===== src/rtl/phrase_sequencer_if.sv =====
// Phrase RAM read port between the sequencer and the synchronous phrase RAM.
//   rd_en  : read strobe; the RAM returns data the cycle after it is seen high
//   addr   : {phrase, line[3:0], ch[1:0]}
//   rdata  : 16-bit channel entry from the RAM
// The master modport is the sequencer side; the slave modport is the RAM side.
interface phrase_sequencer_if #(
  parameter int PHRASE_W = 4
);
  logic                  rd_en;
  logic [PHRASE_W+5:0]   addr;
  logic [15:0]           rdata;

  modport master (output rd_en, output addr, input rdata);
  modport slave  (input rd_en, input addr, output rdata);
endinterface


===== src/rtl/phrase_sequencer.sv =====
// Song-level controller for the 4-channel playback datapath.
// A tempo accumulator produces a line tick on the carry out of acc+inc. On each
// line the four channel entries are read from phrase RAM into shadow registers
// and then presented together on current_entry. Phrases start_phrase..end_phrase
// are stepped in order (modulo 2**PHRASE_W), then playback loops or stops.
// Ports:
//   clk, reset_active_low : clock and asynchronous active-low reset
//   play, stop            : 1-cycle control pulses (stop wins)
//   loop_enable           : wrap to start_phrase after end_phrase, else finish
//   tempo                 : BPM, sampled every cycle; 0 freezes the accumulator
//   start_phrase/end_phrase : phrase range, sampled at the phrase boundary
//   mem                   : phrase RAM read port (master side)
//   current_entry[0:3]    : presented entries {note, volume, instrument}
//   line_count/phrase_count : position currently presented
//   line_strobe           : pulse on the cycle current_entry changes
//   playing, done         : status; done pulses when a non-looping song ends
module phrase_sequencer #(
  parameter int                   ACC_WIDTH   = 48,
  parameter logic [ACC_WIDTH-1:0] TEMPO_SCALE = ACC_WIDTH'(46912),
  parameter int                   NUM_LINES   = 16,
  parameter int                   PHRASE_W    = 4
) (
  input  logic                 clk,
  input  logic                 reset_active_low,
  input  logic                 play,
  input  logic                 stop,
  input  logic                 loop_enable,
  input  logic [8:0]           tempo,
  input  logic [PHRASE_W-1:0]  start_phrase,
  input  logic [PHRASE_W-1:0]  end_phrase,
  phrase_sequencer_if.master   mem,
  output logic [0:3][15:0]     current_entry,
  output logic [3:0]           line_count,
  output logic [PHRASE_W-1:0]  phrase_count,
  output logic                 line_strobe,
  output logic                 playing,
  output logic                 done
);

  localparam logic [15:0] SILENCE   = 16'hFF00;
  localparam logic [3:0]  LAST_LINE = 4'(NUM_LINES - 1);

  typedef enum logic [1:0] {IDLE, FETCH, COMMIT, RUN} state_t;

  state_t                state;
  logic [ACC_WIDTH-1:0]  acc;
  logic                  pending;      // carry seen while not in RUN
  logic [PHRASE_W-1:0]   fetch_phrase; // position being fetched
  logic [3:0]            fetch_line;
  logic [1:0]            fetch_ch;
  logic                  mem_rd_en;
  logic                  rd_d1;        // mem.rdata is valid this cycle
  logic [1:0]            rd_ch_d1;     // channel that rdata belongs to
  logic [0:3][15:0]      shadow;

  // Tempo increment and carry out of the accumulator.
  logic [ACC_WIDTH-1:0]  inc;
  logic [ACC_WIDTH:0]    acc_sum;
  logic                  carry;

  assign inc     = ACC_WIDTH'(tempo) * TEMPO_SCALE;
  assign acc_sum = {1'b0, acc} + {1'b0, inc};
  assign carry   = acc_sum[ACC_WIDTH];

  assign mem.rd_en = mem_rd_en;
  assign mem.addr  = {fetch_phrase, fetch_line, fetch_ch};

  // Next line position; loop_enable/start/end only matter at line 15.
  logic [3:0]          next_line;
  logic [PHRASE_W-1:0] next_phrase;
  logic                song_end;

  // NOTE: every always_comb output gets a default first so no path leaves it
  // unassigned, which would otherwise infer a latch.
  always_comb begin
    next_line   = fetch_line + 4'd1;
    next_phrase = fetch_phrase;
    song_end    = 1'b0;
    if (fetch_line == LAST_LINE) begin
      next_line = 4'd0;
      if (fetch_phrase != end_phrase)
        next_phrase = fetch_phrase + 1'b1;
      else if (loop_enable)
        next_phrase = start_phrase;
      else
        song_end = 1'b1;
    end
  end

  // NOTE: sequential state uses non-blocking assignments only, so every
  // register samples pre-edge values and the last assignment in program order
  // wins (used below for the per-cycle strobe defaults).
  always_ff @(posedge clk or negedge reset_active_low) begin
    if (!reset_active_low) begin
      state         <= IDLE;
      acc           <= '0;
      pending       <= 1'b0;
      fetch_phrase  <= '0;
      fetch_line    <= '0;
      fetch_ch      <= '0;
      mem_rd_en     <= 1'b0;
      rd_d1         <= 1'b0;
      rd_ch_d1      <= '0;
      // NOTE: the shadow bank is four flops, not a RAM, so it is reset like
      // any other register; it is fully rewritten before each commit anyway.
      shadow        <= {4{SILENCE}};
      current_entry <= {4{SILENCE}};
      line_count    <= '0;
      phrase_count  <= '0;
      line_strobe   <= 1'b0;
      playing       <= 1'b0;
      done          <= 1'b0;
    end else begin
      line_strobe <= 1'b0;
      done        <= 1'b0;
      rd_d1       <= mem_rd_en;
      rd_ch_d1    <= fetch_ch;

      if (stop) begin
        state         <= IDLE;
        acc           <= '0;
        pending       <= 1'b0;
        mem_rd_en     <= 1'b0;
        rd_d1         <= 1'b0;
        current_entry <= {4{SILENCE}};
        playing       <= 1'b0;
      end else if (play) begin
        // Restart from any state; an in-flight read is dropped by clearing rd_d1.
        state        <= FETCH;
        acc          <= '0;
        pending      <= 1'b0;
        fetch_phrase <= start_phrase;
        fetch_line   <= 4'd0;
        fetch_ch     <= 2'd0;
        mem_rd_en    <= 1'b1;
        rd_d1        <= 1'b0;
      end else begin
        unique case (state)
          IDLE: begin
            acc <= '0;
          end

          FETCH: begin
            acc <= acc_sum[ACC_WIDTH-1:0];
            if (carry) pending <= 1'b1;
            // Issue side: channels 0..3 on consecutive cycles.
            if (mem_rd_en) begin
              if (fetch_ch == 2'd3) mem_rd_en <= 1'b0;
              else                  fetch_ch  <= fetch_ch + 2'd1;
            end
            // Capture side: one cycle behind the issue side.
            if (rd_d1) begin
              shadow[rd_ch_d1] <= mem.rdata;
              if (rd_ch_d1 == 2'd3) state <= COMMIT;
            end
          end

          COMMIT: begin
            acc <= acc_sum[ACC_WIDTH-1:0];
            if (carry) pending <= 1'b1;
            current_entry <= shadow;
            line_count    <= fetch_line;
            phrase_count  <= fetch_phrase;
            line_strobe   <= 1'b1;
            playing       <= 1'b1;
            state         <= RUN;
          end

          RUN: begin
            acc <= acc_sum[ACC_WIDTH-1:0];
            if (carry || pending) begin
              pending <= 1'b0;
              if (song_end) begin
                done          <= 1'b1;
                current_entry <= {4{SILENCE}};
                playing       <= 1'b0;
                acc           <= '0;
                state         <= IDLE;
              end else begin
                fetch_line   <= next_line;
                fetch_phrase <= next_phrase;
                fetch_ch     <= 2'd0;
                mem_rd_en    <= 1'b1;
                state        <= FETCH;
              end
            end
          end
        endcase
      end
    end
  end

endmodule


===== src/flat_wrapper.sv =====
// flat-port wrapper written by rule: the top's interface ports become plain ports
module phrase_sequencer_flat 
#(
  parameter int                   ACC_WIDTH   = 48,
  parameter logic [ACC_WIDTH-1:0] TEMPO_SCALE = ACC_WIDTH'(46912),
  parameter int                   NUM_LINES   = 16,
  parameter int                   PHRASE_W    = 4
)
  (clk, reset_active_low, play, stop, loop_enable, tempo, start_phrase, end_phrase, current_entry, line_count, phrase_count, line_strobe, playing, done, mem_rd_en, mem_addr, mem_rdata);
  phrase_sequencer_if #(.PHRASE_W(PHRASE_W)) mem_i ();
  input  logic clk;
  input  logic reset_active_low;
  input  logic play;
  input  logic stop;
  input  logic loop_enable;
  input  logic [8:0] tempo;
  input  logic [PHRASE_W-1:0] start_phrase;
  input  logic [PHRASE_W-1:0] end_phrase;
  output logic [0:3][15:0] current_entry;
  output logic [3:0] line_count;
  output logic [PHRASE_W-1:0] phrase_count;
  output logic line_strobe;
  output logic playing;
  output logic done;
  output wire logic [$bits(mem_i.rd_en)-1:0] mem_rd_en;
  output wire logic [$bits(mem_i.addr)-1:0] mem_addr;
  input wire logic [$bits(mem_i.rdata)-1:0] mem_rdata;
  assign mem_rd_en = mem_i.rd_en;
  assign mem_addr = mem_i.addr;
  assign mem_i.rdata = mem_rdata;
  phrase_sequencer #(.ACC_WIDTH(ACC_WIDTH), .TEMPO_SCALE(TEMPO_SCALE), .NUM_LINES(NUM_LINES), .PHRASE_W(PHRASE_W)) u_core (.clk(clk), .reset_active_low(reset_active_low), .play(play), .stop(stop), .loop_enable(loop_enable), .tempo(tempo), .start_phrase(start_phrase), .end_phrase(end_phrase), .mem(mem_i), .current_entry(current_entry), .line_count(line_count), .phrase_count(phrase_count), .line_strobe(line_strobe), .playing(playing), .done(done));
endmodule

===== config.mk =====
export PLATFORM = sky130hd
export DESIGN_NAME = phrase_sequencer_flat
export DESIGN_NICKNAME = d
export VERILOG_FILES = /design/src/rtl/phrase_sequencer_if.sv /design/src/rtl/phrase_sequencer.sv /design/src/flat_wrapper.sv
export SDC_FILE = /design/constraint.sdc
export NUM_CORES = 1
export LEC_CHECK = 0
export CAP_MARGIN = 20
export CORE_UTILIZATION = 60
export DETAILED_ROUTE_END_ITERATION = 12
export DONT_BUFFER_PORTS = 1
export GPL_ROUTABILITY_DRIVEN = 0
export PLACE_DENSITY = 0.76
export SETUP_SLACK_MARGIN = 0.5
export SYNTH_ARGS = -nofsm -noshare
export SYNTH_HDL_FRONTEND = slang
export SYNTH_SLANG_ARGS = --single-unit

===== constraint.sdc =====
create_clock -name clk -period 9.25 [get_ports clk]
set_input_delay 0 -clock clk [delete_from_list [all_inputs] [get_ports clk]]
set_output_delay 0 -clock clk [all_outputs]
set_load 0.1 [all_outputs]

==> flow_summary.yaml <==
routing:
  drt_pass1_iterations: 5
  drcViolationCount: 0
  via_count: 6957
  wl_met1_um: 9670
  first_iter_violations: 396
  ant_nets: 0
  top_layer: "met4"
  dr_wl_met3_um: 1030
  route.met2.wl_um: 10500
  vias_per_cell: 5.83
  routed_wirelength_um: 21500
  wl_per_cell_um: 18.0
worst_setup_path:
  timing.critical_path.mode_cell: "inv_1"
  rr_worst_depth: 10
  reg2reg_slack_ps: 5580
  r2r-end: "u_core.current_entry[17]"
  crit_fanout: 33
  critPathBufInv: 4
  worst_ep_arrival_time_ps: 6430
  critPathLaunchType: "input port"
  worstReg2RegStart: "u_core.acc[6]"
  crit_slowest_cell: "o21ai_4"
  required_ps: 9610
  crit_type: "in2reg"
  end_kind: "flop"
  path_delay_family: "compound AO/OA/AOI/OAI gates"
  slowest_delay_ps: 680
place:
  portBuffers: 0
  place_hpwl_um: 14700
sta:
  tightest_slew_ps: 1060
  setup-violations-final: 0
  slew_viol_final: 0
  fmax_mhz: 165
  finalCriticalPeriod_ps: 6060
  tns_ps: 0
  holdWs_ps: 70.8
  hold_violations: 0
  maxSlewHeadroom_pct: 29.3
  finalCritPeriodShare_pct: 65.5
  rsz0062_at_grt: "false"
  fin_skew_ps: 12.0
floorplan:
  ios: 124
  die_height_um: 136
  initial_core_util_pct: 62.0
  die_w_um: 136
  die_area_um2: 18600
  core_area_um2: 17500
  rows: 48
pwr:
  vdd_ir_drop_max_mv: 0.167
  comb_power_share_pct: 36.2
  pwr_density_cell_nw_per_um2: 257
  pwr-share-clk_pct: 23.7
  power.total_uw: 3060
  seq_power_share_pct: 40.1
  swShare_pct: 41.7
  internal_power_uw: 1780
  p_leak_uw: 0.00562
  p_switching_uw: 1280
synth:
  yosysSeqAreaShare_pct: 46.5
  synth_edf_count: 0
  yosysWarnings: 0
  yosysTopAreaCellShare_pct: 31.0
  synth-seq-cells: 198
  ys_types: 71
  syn_area_um2: 10800
  synth_cells: 936
  yosysTopAreaCell: "dfrtp_1"
  yosys_most_used_dff: "dfrtp_1"
  syn_area_per_cell_um2: 11.6
  synth_fp_nets: 1077
  async_flop_share_pct: 100
  yosys-top-cells-area: "dfrtp_1 31%, dfstp_2 16%, ha_1 8.1%"
hold_path:
  hp-start: "loop_enable"
  hp-class: "in2reg"
  hold_end: "u_core.state[0]"
  holdPathStages: 6
run_status:
  status: "completed"
cells_and_area:
  drive_above_1_share_pct: 20.2
  fin_util_pct: 68.1
  syn_to_final_growth_pct: 9.85
  register_area_um2: 5030
  diodes: 0
  fillers: 1276
  fin_nets: 1097
  multi_input_area_um2: 5330
cts:
  cts_max_path_buffers: 2
  cts_sinks: 198
  root_buffer: "clkbuf_16"
  cts_tree: "yes"
  cts_buffers: 17
  clk_pin_slew_ps: 80
  h-tree-depth: 4
  clk-insertion-delay-late_ps: 430
grt:
  antenna_found_initial: 0
  grt.total_usage_pct: 24.4
  grt_max_degree: 199
  grt_pass1_vias: 7103
  grt_pass1_wl_um: 35500
  gr-total-overflow: 0
flow_run:
  drv_cap: 0
through the flow:
stage | cells | instance area [um2] | worst slack (ps)
floorplan | 936 | 10800 | 3520
global placement | 1134 | 11000 | 2950
detailed placement | 1135 | 11000 | 2760
CTS | 1194 | 11900 | 3190
global route | 1194 | 11900 | 2620
finish | 1194 | 11900 | 3190
layout make-up:
class | count | area share, %
tap | 225 | 2.37
multi-input combinational | 621 | 44.7
clock inverter | 13 | 1.12
timing repair buffer | 33 | 2.96
inverter | 85 | 2.68
sequential | 198 | 42.3
clock buffer | 19 | 3.82
cell usage in the layout, fill, tap and decap left out, drive strengths merged, types with 3 or more instances in the layout:
master,instances
a31o,4
inv,93
a22o,32
nand3,16
dlygate4sd3,26
a21oi,31
a211oi,5
mux2i,3
dfrtp,134
nand4,12
o31ai,3
and2,6
o21bai,3
o21a,6
dfstp,64
nor4,7
xnor2,23
a21o,14
fa,33
buf,7
nand3b,5
nor4b,3
clkbuf,19
ha,70
nor2,69
xor2,31
and4,6
o22a,32
or3,5
clkinv,5
mux2,74
o21ai,25
nor2b,4
nor3,14
nand2,39
and3,10
cell families (layout without fill, tap and decap cells):
group,count (synthesis),after routing,share of synthesized area [%]
XOR/XNOR,54,54,4.37
buffers and inverters,117,150,4.42
flip-flops,198,198,46.5
multiplexers,77,77,7.97
adder cells (fa/ha/maj),103,103,14.2
AO/OA/AOI/OAI,180,180,12.9
AND/OR/NAND/NOR,207,207,9.69
synth_stat cells, drive strengths merged (6+ instances only):
cell    instances
a21o           14
a21oi          31
a22o           32
and2            6
and3           10
and4            6
buf            12
clkbuf         20
dfrtp         134
dfstp          64
fa             33
ha             70
inv            85
mux2           74
nand2          39
nand3          16
nand4          12
nor2           69
nor3           14
nor4            7
o21a            6
o21ai          25
o22a           32
xnor2          23
xor2           31
worst reg2reg max path, stage by stage, from the launching register on:
cell and delay [ps]:
dfrtp_1 380, ha_1 230, fa_1 440, a211oi_1 290, o21a_1 300, nor4_2 100, a2111oi_4 480, o31ai_4 150
a31o_4 280, o21ai_4 680, a22o_1 260
power by group through the flow:
stage | Clock (uW) | Combinational (uW) | Sequential, uW
after detailed placement | 0 | 1070 | 1240
after global placement | 0 | 1060 | 1240
after floorplan | 0 | 889 | 1230
final | 725 | 1110 | 1230
after CTS | 740 | 1110 | 1230
after global routing | 772 | 1260 | 1240
sequential cells by signal, summed over array words and instances, names as in the netlist, 4 cells and up:
| register | flops |
|---|---|
| u_core.phrase_count | 4 |
| u_core.current_entry | 64 |
| u_core.line_count | 4 |
| u_core.acc | 42 |
| u_core.fetch_line | 4 |
| u_core.shadow | 64 |
| u_core.fetch_phrase | 4 |
timing repair:
item / CTS / global route
buffers inserted: 0 / 0
hold buffers: 27 / 0
endpoints found under the hold margin: 281 / 0
gates resized for setup: 0 / 0
layer usage:
| layer | vias to the layer above | GRT usage (%) |
|---|---|---|
| met5 | - | 0 |
| li1 | 3328 | - |
| met3 | 18 | 5.44 |
| met1 | 3483 | 31.7 |
| met2 | 128 | 40.9 |
| met4 | 0 | 6.85 |
how the worst max path moves through the flow:
stage | from | endpoint | slack (ps) | depth (start not counted)
finish | tempo[0] | u_core.current_entry[17] | 3190 | 26
global route | tempo[0] | u_core.current_entry[7] | 2620 | 26
CTS | tempo[0] | u_core.current_entry[39] | 3190 | 26
detailed placement | tempo[0] | u_core.current_entry[17] | 2760 | 26
global placement | tempo[0] | u_core.current_entry[3] | 2950 | 26
floorplan | tempo[0] | u_core.current_entry[16] | 3520 | 27
Note: power is estimated with default switching activity, not from simulation.
